--- config.mk ---
export PLATFORM = sky130hd
export DESIGN_NAME = mips_decode_queue_flat
export DESIGN_NICKNAME = d
export VERILOG_FILES = /design/src/rtl/mips_decode_queue_if.sv /design/src/rtl/mips_decode_queue.sv /design/src/flat_wrapper.sv
export SDC_FILE = /design/constraint.sdc
export NUM_CORES = 1
export LEC_CHECK = 0
export ABC_CLOCK_PERIOD_IN_PS = 4150
export CORE_ASPECT_RATIO = 1.1
export CORE_UTILIZATION = 45
export CTS_BUF_LIST = sky130_fd_sc_hd__clkbuf_4 sky130_fd_sc_hd__clkbuf_8
export CTS_CLUSTER_DIAMETER = 80
export DETAILED_ROUTE_END_ITERATION = 16
export PLACE_DENSITY = 0.67
export SYNTH_ARGS = -nofsm -noshare
export SYNTH_HDL_FRONTEND = slang
export SYNTH_SLANG_ARGS = --single-unit
--- constraint.sdc ---
create_clock -name clk -period 4.15 [get_ports clk]
set_input_delay 0.83 -clock clk [delete_from_list [all_inputs] [get_ports clk]]
set_output_delay 0.83 -clock clk [all_outputs]
set_load 0.01 [all_outputs]
--- src/rtl/mips_decode_queue_if.sv ---
// Fetch/execute handshake bundle for mips_decode_queue.
// slave = the decode queue, master = the fetch/execute environment.
interface mips_decode_queue_if;
    logic        in_valid;
    logic        in_ready;
    logic [31:0] in_inst;
    logic [31:0] in_pc;
    logic        out_valid;
    logic        out_ready;
    logic [31:0] out_pc;
    logic [4:0]  out_rs;
    logic [4:0]  out_rt;
    logic [4:0]  out_dst;
    logic [3:0]  alu__sel;
    logic [3:0]  mem_write_en;
    logic        ctrl_we;
    logic        ctrl_Sys;
    logic        ctrl_RI;
    logic        jmp;
    logic        br;
    logic        memtoreg;
    logic        aluop;
    logic        alusrc2;
    logic        se;
    logic        link;
    logic        lui;
    logic [3:0]  md_op;

    modport slave (
        input  in_valid, in_inst, in_pc, out_ready,
        output in_ready, out_valid, out_pc, out_rs, out_rt, out_dst,
        output alu__sel, mem_write_en, ctrl_we, ctrl_Sys, ctrl_RI,
        output jmp, br, memtoreg, aluop, alusrc2, se, link, lui, md_op
    );

    modport master (
        output in_valid, in_inst, in_pc, out_ready,
        input  in_ready, out_valid, out_pc, out_rs, out_rt, out_dst,
        input  alu__sel, mem_write_en, ctrl_we, ctrl_Sys, ctrl_RI,
        input  jmp, br, memtoreg, aluop, alusrc2, se, link, lui, md_op
    );
endinterface

--- src/rtl/mips_decode_queue.sv ---
// Instruction queue with a registered MIPS decode stage at its head.
// Define MIPS_MULDIV_EN to decode the multiply/divide/HI/LO group.
module mips_decode_queue #(
    parameter int DEPTH = 4
) (
    input  logic                   clk,
    input  logic                   rst_b,
    input  logic                   flush,
    mips_decode_queue_if.slave     bus,
    output logic [$clog2(DEPTH):0] count
);
    localparam int AW = $clog2(DEPTH);
    localparam logic [AW:0] CAP = (AW+1)'(DEPTH);

    localparam logic [3:0] ALU_ADD = 4'd0;
    localparam logic [3:0] ALU_SUB = 4'd1;
    localparam logic [3:0] ALU_AND = 4'd2;
    localparam logic [3:0] ALU_OR  = 4'd3;
    localparam logic [3:0] ALU_XOR = 4'd4;
    localparam logic [3:0] ALU_NOR = 4'd5;
    localparam logic [3:0] ALU_SLT = 4'd6;
    localparam logic [3:0] ALU_SLL = 4'd7;
    localparam logic [3:0] ALU_SRL = 4'd8;
    localparam logic [3:0] ALU_SRA = 4'd9;

    typedef struct packed {
        logic [4:0] dst;
        logic [3:0] alu;
        logic [3:0] mwe;
        logic       we;
        logic       sys;
        logic       ri;
        logic       jmp;
        logic       br;
        logic       mtr;
        logic       aluop;
        logic       src2;
        logic       se;
        logic       link;
        logic       lui;
        logic [3:0] md;
    } dec_t;

    logic [31:0]   inst_q [DEPTH];
    logic [31:0]   pc_q   [DEPTH];
    logic [AW-1:0] wr_ptr;
    logic [AW-1:0] rd_ptr;
    logic          push;
    logic          pop;
    logic [31:0]   head_inst;
    dec_t          head_dec;
    dec_t          stg;
    logic [31:0]   stg_pc;
    logic [4:0]    stg_rs;
    logic [4:0]    stg_rt;
    logic          stg_valid;
    logic          unused_shamt;

    function automatic dec_t r_alu(input logic [3:0] sel, input logic [4:0] rd,
                                   input logic imm_shift);
        dec_t d;
        d       = '0;
        d.alu   = sel;
        d.aluop = 1'b1;
        d.src2  = imm_shift;
        d.we    = 1'b1;
        d.dst   = rd;
        return d;
    endfunction

    function automatic dec_t decode(input logic [31:0] inst);
        dec_t       d;
        logic [5:0] op;
        logic [5:0] fn;
        logic [4:0] rt;
        logic [4:0] rd;
        op = inst[31:26];
        fn = inst[5:0];
        rt = inst[20:16];
        rd = inst[15:11];
        d  = '0;
        case (op)
            6'h00: begin
                case (fn)
                    6'h00: d = r_alu(ALU_SLL, rd, 1'b1);
                    6'h02: d = r_alu(ALU_SRL, rd, 1'b1);
                    6'h03: d = r_alu(ALU_SRA, rd, 1'b1);
                    6'h04: d = r_alu(ALU_SLL, rd, 1'b0);
                    6'h06: d = r_alu(ALU_SRL, rd, 1'b0);
                    6'h07: d = r_alu(ALU_SRA, rd, 1'b0);
                    6'h08: d.jmp = 1'b1;
                    6'h09: begin
                        d.jmp  = 1'b1;
                        d.link = 1'b1;
                        d.we   = 1'b1;
                        d.dst  = rd;
                    end
                    6'h0C: d.sys = 1'b1;
`ifdef MIPS_MULDIV_EN
                    6'h18: d.md = 4'd1;
                    6'h19: d.md = 4'd2;
                    6'h1A: d.md = 4'd3;
                    6'h1B: d.md = 4'd4;
                    6'h10: begin
                        d.md  = 4'd5;
                        d.we  = 1'b1;
                        d.dst = rd;
                    end
                    6'h12: begin
                        d.md  = 4'd6;
                        d.we  = 1'b1;
                        d.dst = rd;
                    end
                    6'h11: d.md = 4'd7;
                    6'h13: d.md = 4'd8;
`endif
                    6'h20, 6'h21: d = r_alu(ALU_ADD, rd, 1'b0);
                    6'h22, 6'h23: d = r_alu(ALU_SUB, rd, 1'b0);
                    6'h24: d = r_alu(ALU_AND, rd, 1'b0);
                    6'h25: d = r_alu(ALU_OR,  rd, 1'b0);
                    6'h26: d = r_alu(ALU_XOR, rd, 1'b0);
                    6'h27: d = r_alu(ALU_NOR, rd, 1'b0);
                    6'h2A, 6'h2B: d = r_alu(ALU_SLT, rd, 1'b0);
                    default: d.ri = 1'b1;
                endcase
            end
            6'h01: begin
                case (rt)
                    5'h00, 5'h01: begin
                        d.br  = 1'b1;
                        d.alu = ALU_SUB;
                    end
                    5'h10, 5'h11: begin
                        d.br   = 1'b1;
                        d.alu  = ALU_SUB;
                        d.link = 1'b1;
                        d.we   = 1'b1;
                        d.dst  = 5'd31;
                    end
                    default: d.ri = 1'b1;
                endcase
            end
            6'h02: d.jmp = 1'b1;
            6'h03: begin
                d.jmp  = 1'b1;
                d.link = 1'b1;
                d.we   = 1'b1;
                d.dst  = 5'd31;
            end
            6'h04, 6'h05, 6'h06, 6'h07: begin
                d.br  = 1'b1;
                d.alu = ALU_SUB;
            end
            6'h08, 6'h09, 6'h0A, 6'h0B,
            6'h0C, 6'h0D, 6'h0E: begin
                d.src2 = 1'b1;
                d.we   = 1'b1;
                d.dst  = rt;
                d.se   = (op <= 6'h0B);
                case (op)
                    6'h0A, 6'h0B: d.alu = ALU_SLT;
                    6'h0C:        d.alu = ALU_AND;
                    6'h0D:        d.alu = ALU_OR;
                    6'h0E:        d.alu = ALU_XOR;
                    default:      d.alu = ALU_ADD;
                endcase
            end
            6'h0F: begin
                d.lui  = 1'b1;
                d.src2 = 1'b1;
                d.we   = 1'b1;
                d.dst  = rt;
            end
            6'h20, 6'h21, 6'h23, 6'h24, 6'h25: begin
                d.mtr  = 1'b1;
                d.se   = 1'b1;
                d.src2 = 1'b1;
                d.we   = 1'b1;
                d.dst  = rt;
            end
            6'h28, 6'h29, 6'h2B: begin
                d.se   = 1'b1;
                d.src2 = 1'b1;
                case (op)
                    6'h28:   d.mwe = 4'b0001;
                    6'h29:   d.mwe = 4'b0011;
                    default: d.mwe = 4'b1111;
                endcase
            end
            default: d.ri = 1'b1;
        endcase
        // $0 is never a real write target
        if (d.dst == 5'd0) begin
            d.we = 1'b0;
        end
        return d;
    endfunction

    assign bus.in_ready = (count < CAP);
    assign push = bus.in_valid && bus.in_ready && !flush;
    assign pop  = (count != '0) && (!stg_valid || bus.out_ready) && !flush;

    assign head_inst    = inst_q[rd_ptr];
    assign head_dec     = decode(head_inst);
    assign unused_shamt = ^head_inst[10:6];

    // Queue storage; contents are meaningless outside [rd_ptr, wr_ptr)
    always_ff @(posedge clk) begin
        if (push) begin
            inst_q[wr_ptr] <= bus.in_inst;
            pc_q[wr_ptr]   <= bus.in_pc;
        end
    end

    // Pointers and occupancy; flush empties the queue outright
    always_ff @(posedge clk) begin
        if (!rst_b) begin
            wr_ptr <= '0;
            rd_ptr <= '0;
            count  <= '0;
        end else if (flush) begin
            wr_ptr <= '0;
            rd_ptr <= '0;
            count  <= '0;
        end else begin
            if (push) wr_ptr <= wr_ptr + 1'b1;
            if (pop)  rd_ptr <= rd_ptr + 1'b1;
            if (push && !pop)      count <= count + 1'b1;
            else if (pop && !push) count <= count - 1'b1;
        end
    end

    // Output stage: load decoded head, hold under stall, drop when consumed
    always_ff @(posedge clk) begin
        if (!rst_b) begin
            stg_valid <= 1'b0;
            stg       <= '0;
            stg_pc    <= '0;
            stg_rs    <= '0;
            stg_rt    <= '0;
        end else if (flush) begin
            stg_valid <= 1'b0;
        end else if (pop) begin
            stg_valid <= 1'b1;
            stg       <= head_dec;
            stg_pc    <= pc_q[rd_ptr];
            stg_rs    <= head_inst[25:21];
            stg_rt    <= head_inst[20:16];
        end else if (stg_valid && bus.out_ready) begin
            stg_valid <= 1'b0;
        end
    end

    assign bus.out_valid    = stg_valid;
    assign bus.out_pc       = stg_pc;
    assign bus.out_rs       = stg_rs;
    assign bus.out_rt       = stg_rt;
    assign bus.out_dst      = stg.dst;
    assign bus.alu__sel     = stg.alu;
    assign bus.mem_write_en = stg.mwe;
    assign bus.ctrl_we      = stg.we;
    assign bus.ctrl_Sys     = stg.sys;
    assign bus.ctrl_RI      = stg.ri;
    assign bus.jmp          = stg.jmp;
    assign bus.br           = stg.br;
    assign bus.memtoreg     = stg.mtr;
    assign bus.aluop        = stg.aluop;
    assign bus.alusrc2      = stg.src2;
    assign bus.se           = stg.se;
    assign bus.link         = stg.link;
    assign bus.lui          = stg.lui;
    assign bus.md_op        = stg.md;
endmodule

--- src/flat_wrapper.sv ---
// flat-port wrapper written by rule: the top's interface ports become plain ports
module mips_decode_queue_flat 
#(
    parameter int DEPTH = 4
)
  (clk, rst_b, flush, count, bus_in_valid, bus_in_inst, bus_in_pc, bus_out_ready, bus_in_ready, bus_out_valid, bus_out_pc, bus_out_rs, bus_out_rt, bus_out_dst, bus_alu__sel, bus_mem_write_en, bus_ctrl_we, bus_ctrl_Sys, bus_ctrl_RI, bus_jmp, bus_br, bus_memtoreg, bus_aluop, bus_alusrc2, bus_se, bus_link, bus_lui, bus_md_op);
  mips_decode_queue_if bus_i ();
  input  logic clk;
  input  logic rst_b;
  input  logic flush;
  output logic [$clog2(DEPTH):0] count;
  input wire logic [$bits(bus_i.in_valid)-1:0] bus_in_valid;
  input wire logic [$bits(bus_i.in_inst)-1:0] bus_in_inst;
  input wire logic [$bits(bus_i.in_pc)-1:0] bus_in_pc;
  input wire logic [$bits(bus_i.out_ready)-1:0] bus_out_ready;
  output wire logic [$bits(bus_i.in_ready)-1:0] bus_in_ready;
  output wire logic [$bits(bus_i.out_valid)-1:0] bus_out_valid;
  output wire logic [$bits(bus_i.out_pc)-1:0] bus_out_pc;
  output wire logic [$bits(bus_i.out_rs)-1:0] bus_out_rs;
  output wire logic [$bits(bus_i.out_rt)-1:0] bus_out_rt;
  output wire logic [$bits(bus_i.out_dst)-1:0] bus_out_dst;
  output wire logic [$bits(bus_i.alu__sel)-1:0] bus_alu__sel;
  output wire logic [$bits(bus_i.mem_write_en)-1:0] bus_mem_write_en;
  output wire logic [$bits(bus_i.ctrl_we)-1:0] bus_ctrl_we;
  output wire logic [$bits(bus_i.ctrl_Sys)-1:0] bus_ctrl_Sys;
  output wire logic [$bits(bus_i.ctrl_RI)-1:0] bus_ctrl_RI;
  output wire logic [$bits(bus_i.jmp)-1:0] bus_jmp;
  output wire logic [$bits(bus_i.br)-1:0] bus_br;
  output wire logic [$bits(bus_i.memtoreg)-1:0] bus_memtoreg;
  output wire logic [$bits(bus_i.aluop)-1:0] bus_aluop;
  output wire logic [$bits(bus_i.alusrc2)-1:0] bus_alusrc2;
  output wire logic [$bits(bus_i.se)-1:0] bus_se;
  output wire logic [$bits(bus_i.link)-1:0] bus_link;
  output wire logic [$bits(bus_i.lui)-1:0] bus_lui;
  output wire logic [$bits(bus_i.md_op)-1:0] bus_md_op;
  assign bus_i.in_valid = bus_in_valid;
  assign bus_i.in_inst = bus_in_inst;
  assign bus_i.in_pc = bus_in_pc;
  assign bus_i.out_ready = bus_out_ready;
  assign bus_in_ready = bus_i.in_ready;
  assign bus_out_valid = bus_i.out_valid;
  assign bus_out_pc = bus_i.out_pc;
  assign bus_out_rs = bus_i.out_rs;
  assign bus_out_rt = bus_i.out_rt;
  assign bus_out_dst = bus_i.out_dst;
  assign bus_alu__sel = bus_i.alu__sel;
  assign bus_mem_write_en = bus_i.mem_write_en;
  assign bus_ctrl_we = bus_i.ctrl_we;
  assign bus_ctrl_Sys = bus_i.ctrl_Sys;
  assign bus_ctrl_RI = bus_i.ctrl_RI;
  assign bus_jmp = bus_i.jmp;
  assign bus_br = bus_i.br;
  assign bus_memtoreg = bus_i.memtoreg;
  assign bus_aluop = bus_i.aluop;
  assign bus_alusrc2 = bus_i.alusrc2;
  assign bus_se = bus_i.se;
  assign bus_link = bus_i.link;
  assign bus_lui = bus_i.lui;
  assign bus_md_op = bus_i.md_op;
  mips_decode_queue #(.DEPTH(DEPTH)) u_core (.clk(clk), .rst_b(rst_b), .flush(flush), .bus(bus_i), .count(count));
endmodule
==> Flow_metrics.wiki <==
{| class="wikitable"
! Metric !! Value
|-
| Result of the run || finished, final reports clean
|-
| Post-cts sizing count || 0
|-
| Aggregate global-route resource usage || roughly 18%
|-
| Multiplexer fraction of the synthesized cell area || 11.6%
|-
| Sw frac || 21.3%
|-
| DR vias || about 6,600
|-
| Largest net degree at the start of global routing || between 60 and 70
|-
| Port buffer count || between 100 and 150
|-
| Sinks on Clock Net || around 310
|-
| Util after Layout || between 50% and 60%
|-
| Cell row count || roughly 60
|-
| Area share of fa/ha/maj cells after synthesis || less than 1%
|-
| Uppermost layer routed || met4
|-
| Max IR drop VDD || about 350 uV
|-
| Synth warnings || 0
|-
| Flip-flop and latch count after synthesis || between 300 and 400
|-
| Number of antenna cells inserted || 0
|-
| Number of standard cells after synthesis || roughly 720
|-
| Type of the setup path with the least slack || reg2reg
|-
| Average wire per standard cell || about 19 um
|-
| Total Power || 6680 uW
|-
| Number of optimization iterations in the first detailed-route pass || 4
|-
| Final setup violation count || 0
|-
| Clock latency at the later pin of the worst-skew pair || roughly 550 ps
|-
| Vias/cell || a little over 5
|-
| CTS Hold Buffers Added || 0
|-
| Met2 wirelength from detailed routing || roughly 12 mm
|-
| Root buffer cell || clkbuf_8
|-
| Delay of the slowest critical-path stage || between 700 and 800 ps
|-
| FF-to-FF path depth || 6
|-
| CP Max Fanout || 18
|-
| Post CTS Setup Buffer Count || 0
|-
| Achievable Freq || roughly 350 MHz
|-
| Arrival time reported for the critical path endpoint || roughly 3300 ps
|-
| Final #Nets || roughly 960
|-
| Cell with the largest stage delay on the worst path || dfxtp_2
|-
| Sequential fraction of the synthesis area || approximately three quarters
|-
| Cell type with the highest occurrence count on the critical path || a21oi_1
|-
| Cell area after placement || between 10,000 and 15,000 um^2
|-
| Area fraction in compound gates after synthesis || 5.33%
|-
| Area share of and/or/nand/nor cells after synthesis || between 6 and 7%
|-
| Hpwl dp || ~15 mm
|-
| Worst clock skew || 10.8 ps
|-
| Met1 Routed Length || slightly above 10 mm
|-
| Combinational fraction of design power || about 7.2%
|-
| Final count of hold timing violations || 0
|-
| Total routed wirelength || approximately 24 mm
|-
| Number of ports placed on the die boundary || between 100 and 150
|-
| Setup crit end kind || flip-flop
|-
| Sequential cell fraction of total power || between 50% and 60%
|-
| Number of buffers created by CTS || 50
|-
| Tcrit/Tclk final || 68.5%
|-
| Final weighted congestion of routability-driven global placement || 0.819
|-
| Unrepaired setup endpoints after global routing || no
|-
| Area of all placed cells without fillers || approximately 15,000 um^2
|-
| Max-cap violations || 0
|-
| Critical path buffers and inverters || 0
|-
| Leak pwr || 0.00469 uW
|-
| Share of the synthesized netlist area taken by xor and xnor gates || 0.447%
|-
| Mean area per synthesized cell || about 16 um^2
|-
| Combinational family with the most area after synthesis || multiplexers
|-
| Transition time at the pin with the least slew margin || 938 ps
|-
| Die Width || between 150 and 200 um
|-
| Antenna violations before repair || 0
|-
| ANT nets after route || 0
|-
| Post-route setup TNS || 0 ps
|-
| Global-route wire length before repair || between 30 and 40 mm
|-
| Total internal power || ~5300 uW
|-
| Required time of the critical path || approximately 4600 ps
|-
| Count of routing violations after the opening detailed-route iteration || 364
|-
| Dominant delay contributor by cell family on the critical path || simple AND/OR/NAND/NOR gates
|-
| Core area || about 25,000 um^2
|-
| Remaining global-route overflow || 0
|-
| Stages on the worst setup path || 6
|-
| Final slew viol count || 0
|-
| Number of global-route vias before repair || around 6,700
|-
| Maximum root-to-sink buffer count || 3
|-
| Cell-by-cell listing of the critical path || mux4_2 -> nor2b_2 -> nor4b_1 -> a21oi_1 -> or3_1 -> a21oi_1
|-
| Die area || around 27,000 um^2
|-
| Startpoint kind of the worst setup timing path || flip-flop
|-
| Remaining max-slew budget at the tightest pin || around 37%
|-
| Routed length on met3 || around 1.0 mm
|-
| Hold-critical path depth || 2
|-
| Kind of path behind the tightest hold check || reg2reg
|-
| Power per cell area || ~460 nW/um^2
|-
| Maximum level of the CTS H-tree || 2
|-
| Psw || 1420 uW
|-
| Netlist area before placement || 11,800 um^2
|-
| Area Overhead vs Synth || 24.1%
|-
| Share of final-layout standard cells stronger than drive strength 1 || approximately a fifth
|-
| Number of design rule violations left after detail routing || 0
|-
| Distinct cell type count of the synthesized netlist || 55
|-
| Final critical-path required period || 2840 ps
|-
| CTS clk-pin slew, worst paths || around 60 ps
|-
| Portion of total power attributed to the clock network || just over 40%
|-
| TritonCTS clock tree || done
|-
| Die boundary height || roughly 170 um
|-
| Effective utilization at floorplan || between 40% and 50%
|}
[routing by layer]
layer  vias to the layer above  track usage (%)
met3                        40             3.68
met5                         -                0
met2                       162             31.7
li1                       3070                -
met4                         0             5.63
met1                      3289             23.3
[synthesized netlist by cell type (all sizes together)]
library cell  number  area, um^2
a2111oi            1        15.0
a21o               2        15.0
a21oi             60         312
a221oi             5        43.8
a22oi              2        15.0
a2bb2oi            1        8.76
a311oi             2        17.5
a31oi              4        25.0
a32oi              3        26.3
and2               6        37.5
and2b              1        7.51
and3               1        6.26
buf               17         108
clkbuf            24        90.1
conb               1        3.75
dfxtp             75        1500
edfxtp           236        7090
fa                 1        20.0
ha                 5        62.6
inv               12        45.1
mux2i              3        30.0
mux4              59        1330
nand2            102         388
nand2b             4        25.0
nand3              4        20.0
nand4              2        12.5
nor2              29         114
nor2b              5        33.8
nor3               9        66.3
nor3b              2        15.0
nor4               2        18.8
nor4b              2        17.5
o21a               2        15.0
o21ai             20         104
o22a               1        8.76
o31ai              1        12.5
o32ai              1        8.76
or3                3        18.8
or4                1        7.51
or4b               1        10.0
xnor2              3        26.3
xor2               3        26.3
[power by group through the flow]
| stage | clock network [uW] | logic (uW) | registers [uW] |
|---|---|---|---|
| 6_report | 2740 | 480 | 3470 |
| 5_1_grt | 2920 | 525 | 3480 |
| 4_1_cts | 2810 | 485 | 3470 |
| 3_5_place_dp | 0 | 483 | 3530 |
| 3_3_place_gp | 0 | 477 | 3530 |
| 2_1_floorplan | 0 | 242 | 3540 |
[layout by cell type (no fill, tap or decap), types with 4 or more instances in the layout]
cell             Yosys  routed
mux4_2              59      59
buf_4                6      11
and2_4               0       4
nand2_1            100     100
nor3_1               6       5
conb_1               1       4
nor2b_1              4       4
a221oi_1             5       5
a21oi_1             59      59
a31oi_1              4       4
clkbuf_8             0      60
nand2b_1             4       4
clkbuf_4             0      26
nor2_1              27      27
dfxtp_1             75      72
o21ai_0             16      16
ha_1                 5       5
clkdlybuf4s50_1      0     134
inv_1               10      10
edfxtp_1           236     236
nand3_1              4       4
[sequential cells by signal (all words and copies together), names as in the netlist, named ones only]
signal and cells:
u_core.bus.ctrl_RI 1, u_core.rd_ptr 2, u_core.wr_ptr 2, u_core.bus.ctrl_Sys 1, u_core.bus.memtoreg 1, u_core.bus.jmp 1
u_core.bus.out_pc 32, u_core.pc_q 128, u_core.bus.lui 1, u_core.bus.out_dst 5, u_core.inst_q 108, u_core.bus.aluop 1
u_core.bus.out_rt 5, u_core.bus.alu__sel 4, u_core.bus.se 1, u_core.bus.mem_write_en 3, u_core.bus.alusrc2 1, u_core.bus.ctrl_we 1
u_core.bus.out_valid 1, u_core.bus.br 1, u_core.count 3, u_core.bus.link 1, u_core.bus.out_rs 5
[worst register-to-register path: stages (launching register included)]
cell	delay [ps]
dfxtp_2	780
mux4_2	700
nor2b_2	200
nor4b_1	530
a21oi_1	130
or3_1	310
a21oi_1	120
[per-stage QoR]
| step | setup slack [ps] | hold WS (ps) | instances |
|---|---|---|---|
| finish | 1310 | 450 | 1267 |
| global route | 1030 | 464 | 1267 |
| global placement | 826 | 441 | 1174 |
| floorplan | 890 | 476 | 721 |
| CTS | 1260 | 454 | 1267 |
| detailed placement | 804 | 446 | 1174 |
[worst paths after layout]
kind | startpoint | end | slack, ps
setup / recovery | flip-flop | u_core.bus.jmp$_SDFFE_PN0P_ | 1310
hold / removal | u_core.bus.ctrl_Sys$_SDFFE_PN0P_ | u_core.bus.ctrl_Sys$_SDFFE_PN0P_ | 450
setup reg to reg | flip-flop | u_core.bus.jmp$_SDFFE_PN0P_ | 1310
hold reg to reg | u_core.bus.ctrl_Sys$_SDFFE_PN0P_ | u_core.bus.ctrl_Sys$_SDFFE_PN0P_ | 450
[kinds of logic (layout without fill, tap and decap cells)]
logic type      count (synthesis)  after routing
flops                         311            311
simple gates                  174            174
compound gates                105            105
mux                            62             62
buf+inv                        53            253
fa+ha+maj                       6              6
xor+xnor                        6              6
other cells                     1              4
[layout make-up]
type                    instances  area [um^2]
clock inverters                 7         60.1
fillers                      2054        10900
well taps                     346          433
repair buffers                148         1480
flip-flops and latches        311         8590
clock buffers                  86         1020
multi-input cells             357         2950
inverters                      12         45.0
Note: power is estimated with default switching activity, not from simulation.
